$ cat src/rtl/regfile_wb_arbiter.sv
// Round-robin arbiter sharing the register-file write port between the ALU (A) and LSU (B).
// The granted request is registered for one cycle and drives wEn/addrD/dataD directly.
module regfile_wb_arbiter #(
    parameter int ADDR_W = 5,
    parameter int DATA_W = 32,
    parameter int CNT_W  = 16
) (
    input  logic              clk,
    input  logic              rst,
    input  logic              stall,
    input  logic              a_valid,
    input  logic [ADDR_W-1:0] a_addr,
    input  logic [DATA_W-1:0] a_data,
    output logic              a_ready,
    input  logic              b_valid,
    input  logic [ADDR_W-1:0] b_addr,
    input  logic [DATA_W-1:0] b_data,
    output logic              b_ready,
    output logic              wEn,
    output logic [ADDR_W-1:0] addrD,
    output logic [DATA_W-1:0] dataD,
    output logic              last_grant,
    output logic [CNT_W-1:0]  contend
);

    typedef enum logic {PRI_A, PRI_B} pri_t;

    pri_t state, state_next;
    logic tie;

    assign tie = a_valid & b_valid & ~stall;

    always_ff @(posedge clk or posedge rst) begin
        if (rst) state <= PRI_A;
        else     state <= state_next;
    end

    // Readies depend only on valid/state/stall, so at most one can be high.
    always_comb begin
        a_ready    = 1'b0;
        b_ready    = 1'b0;
        state_next = state;
        if (!rst && !stall) begin
            a_ready = a_valid & (~b_valid | (state == PRI_A));
            b_ready = b_valid & (~a_valid | (state == PRI_B));
        end
        if (a_ready)      state_next = PRI_B;
        else if (b_ready) state_next = PRI_A;
    end

    // Output stage: one-cycle registered write; x0 completes the handshake but never writes.
    always_ff @(posedge clk or posedge rst) begin
        if (rst) begin
            wEn        <= 1'b0;
            addrD      <= '0;
            dataD      <= '0;
            last_grant <= 1'b1;
        end else if (a_ready) begin
            wEn        <= (a_addr != '0);
            addrD      <= a_addr;
            dataD      <= a_data;
            last_grant <= 1'b0;
        end else if (b_ready) begin
            wEn        <= (b_addr != '0);
            addrD      <= b_addr;
            dataD      <= b_data;
            last_grant <= 1'b1;
        end else begin
            wEn        <= 1'b0;
        end
    end

    always_ff @(posedge clk or posedge rst) begin
        if (rst) begin
            contend <= '0;
        end else if (tie && (contend != {CNT_W{1'b1}})) begin
            contend <= contend + CNT_W'(1);
        end
    end

endmodule

$ cat config.mk
export PLATFORM = sky130hd
export DESIGN_NAME = regfile_wb_arbiter
export DESIGN_NICKNAME = d
export VERILOG_FILES = /design/src/rtl/regfile_wb_arbiter.sv
export SDC_FILE = /design/constraint.sdc
export NUM_CORES = 1
export LEC_CHECK = 0
export BUFFER_PORTS_ARGS = -buffer_cell sky130_fd_sc_hd__buf_2
export CAP_MARGIN = 20
export CORE_MARGIN = 8
export CORE_UTILIZATION = 46
export CTS_BUF_LIST = sky130_fd_sc_hd__clkbuf_8
export DETAILED_ROUTE_END_ITERATION = 8
export HOLD_SLACK_MARGIN = 0.15
export PLACE_DENSITY = 0.86
export SYNTH_ARGS = -nofsm -noshare
export SYNTH_HDL_FRONTEND = slang
export SYNTH_SLANG_ARGS = --single-unit
$ cat constraint.sdc
create_clock -name clk -period 2.2 [get_ports clk]
set_input_delay 0.66 -clock clk [delete_from_list [all_inputs] [get_ports clk]]
set_output_delay 0.66 -clock clk [all_outputs]
set_load 0.02 [all_outputs]
==> reports/metrics.yaml <==
postSynthRegisterBits: 56
power.density_cell_area_mw_per_mm2: 802
max_cap_violations: 0
yosysUniqueCellTypes: 33
drc: 0
pre_cts_setup_slack_ns: 0.105
r2r-start: "contend[0]"
mappedNetlistNets: 327
fp.dieArea_mm2: 0.00816
fp.coreArea_mm2: 0.00541
total_detailed_routing_wirelength_mm: 7.34
timing.final.crit_share_pct: 92.6
ctsRootBufferMaster: "sky130_fd_sc_hd__clkbuf_8"
reg2reg_setup_slack_ns: 0.31
dr.pass1.iters: 4
power.combinational.fraction_pct: 31.0
highest_delay_cell_along_the_critical_path: "sky130_fd_sc_hd__and3_2"
grt_antenna_before_repair: 0
timing.critical_path.max_delay_family: "simple AND/OR/NAND/NOR gates"
detailed_place.area_mm2: 0.00334
dp.cells: 449
antenna_violating_nets_left: 0
postSynthAreaPerCell_um2: 10.3
utilization_pct: 63.3
synthToLayoutAreaGrowth_pct: 34.6
power.ir.vdd_worst_v: 0.000547
fin_cells: 456
multi_input_gate_area_mm2: 0.00109
worstSetupEndpointType: "primary output"
ctsHtreeMaxLevel: 2
slew_violations: 0
clk-insertion-delay-late_ns: 0.30
critPathLaunchType: "input port"
final_hold_viol_count: 0
rsz0062_at_grt: "no"
cts_hold_repair.buffers: 0
grt_first_pass_wirelength_mm: 11.9
routabilityCongestion: 0.772
netSwitchingFraction_pct: 35.8
die_width_um: 90.3
place.port_buffers: 135
die_h_um: 90.3
critical-path-top-cell-by-count: "sky130_fd_sc_hd__buf_2"
syn_inst: 247
final_nets: 464
floorplan.rows: 27
min_path_type: "in2async"
synth_area_mm2: 0.00254
static-leakage-power_nw: 1.84
worst_r2r_endpoint: "contend[14]"
wl_met1_mm: 2.85
worst-slew-pin-transition_ns: 0.526
r2r.worst_path.cells: 5
ff_latch_area_mm2: 0.00140
cp_num_buf_inv: 2
diode_insertion_count_for_antenna_repair: 0
vias_per_cell: 5.23
run_status: "complete, no violations"
via_count_of_the_first_global_routing_pass: 2511
cts-buffers-inserted: 5
place_hpwl_mm: 5.72
grt_max_degree: 51
total_negative_setup_slacks_ns: 0
vias: 2384
cts_sinks: 56
start_util_pct: 47.0
final_critical_path_setup_slack_ns: 0.164
max_freq_mhz: 491
crit_fanout: 3
critical_path_arrival_ns: 1.38
grt.overflow.total: 0
wl_met2_mm: 3.83
finalWorstPathRequiredPeriod_ns: 2.04
synth-seq-area-share_pct: 55.2
avg_wl_per_cell_um: 16.1
power.net_switching_w: 0.000984
grt_util_all_layers_pct: 17.7
post_cts_resize_count: 0
clock_path_buffers: 2
post-cts-setup-buffer-count: 0
p_seq_share_pct: 49.9
tritoncts: "built"
clock_power_share_pct: 19.1
final_layout_size_suffix_gt1_share_pct: 42.7
initialDrtViolationCount: 101
synth-warning-count: 0
cpPeakStageDelay_ns: 0.25
critical_path.cell_chain: "buf_2 -> nor2_1 -> and3_2 -> buf_2"
highest-signal-layer: "met4"
num-fill-cells: 478
path_class: "in2out"
internal_power_w: 0.00176
timing.max_slew.rel_slack_pct: 64.8
setup_viol: 0
top_level_ports: 136
finalClockSkew_ns: 0.00455
met3RoutedLength_um: 477
worst_setup_hold_path_clk_slew_ns: 0.09
timing.critical_path.required_ns: 1.54
fin_area_mm2: 0.00342
==> layout make-up <==
class	instances	area share, %
tap	72	2.63
timing repair buffer	144	22.1
clock inverter	2	0.256
sequential	56	41.0
multi-input combinational	175	31.8
clock buffer	5	2.01
inverter	2	0.219
==> state kept, by name, summed over array words and instances (netlist names) <==
register / cells
dataD: 32
last_grant: 1
state: 1
addrD: 5
contend: 16
wEn: 1
==> per-stage QoR <==
step                      hold slack, ns  total power, W
after floorplan                    0.472         0.00187
after global placement             0.453         0.00222
after detailed placement           0.458         0.00225
after CTS                          0.393         0.00278
after global routing               0.410         0.00290
final                              0.380         0.00274
==> cells by family (layout without fill, tap and decap cells) <==
group	count (synthesis)	in the layout	synth area share, %
compound gates	44	44	11.8
xor+xnor	15	15	5.17
fa+ha+maj	1	1	0.492
buf+inv	16	153	2.51
flops	56	56	55.2
mux	12	12	4.78
simple gates	103	103	20.1
==> routing by layer <==
layer	track usage, %	vias up
li1	-	1133
met1	19.5	1141
met2	31.5	92
met3	5.07	18
met4	6.24	0
met5	0	-
==> synth_stat cells, drive strengths merged <==
library cell,n,area [um^2]
o21ai,14,70.1
or4,2,15.0
a2111oi,1,15.0
nand3,6,30.0
clkbuf,11,41.3
nor4,2,12.5
and3,3,18.8
nor2,2,7.51
a21oi,1,5.00
dfrtp,55,1380
nor3,6,45.0
inv,2,7.51
dfstp,1,26.3
xor2,12,105
nand2b,1,6.26
ha,1,12.5
mux2,1,11.3
xnor2,3,26.3
nor3b,2,20.0
buf,3,15.0
mux2i,11,110
nor4b,2,17.5
or4b,1,13.8
nand2,68,255
nand3b,1,20.0
and4,2,17.5
nand4,5,31.3
a31oi,1,6.26
o21bai,1,7.51
a22oi,26,195
==> worst max path at each step <==
stage / start / end / slack [ns] / cells after the start
final: stall / a_ready / 0.16 / 4
after global routing: stall / a_ready / 0.13 / 4
after CTS: stall / a_ready / 0.17 / 4
after detailed placement: stall / dataD[16] / 0.10 / 6
after global placement: stall / a_ready / 0.17 / 4
after floorplan: stall / b_ready / 0.01 / 4
==> placed cells by master (no fill, tap or decap), drive strengths merged, types with 5 or more instances in the layout <==
cell type / instances
dfrtp: 55
nand3: 6
a22oi: 26
xor2: 12
clkbuf: 5
nand4: 5
mux2i: 11
buf: 144
nand2: 68
o21ai: 14
nor3: 6
==> power by group through the flow <==
stage | Clock [W] | Combinational, W | Sequential [W]
floorplan | 0 | 0.000252 | 0.00162
CTS | 0.000543 | 0.000869 | 0.00137
global placement | 0 | 0.000838 | 0.00138
finish | 0.000525 | 0.000851 | 0.00137
detailed placement | 0 | 0.000866 | 0.00139
global route | 0.000582 | 0.000925 | 0.00140
Power figures use the tool's default switching activity.
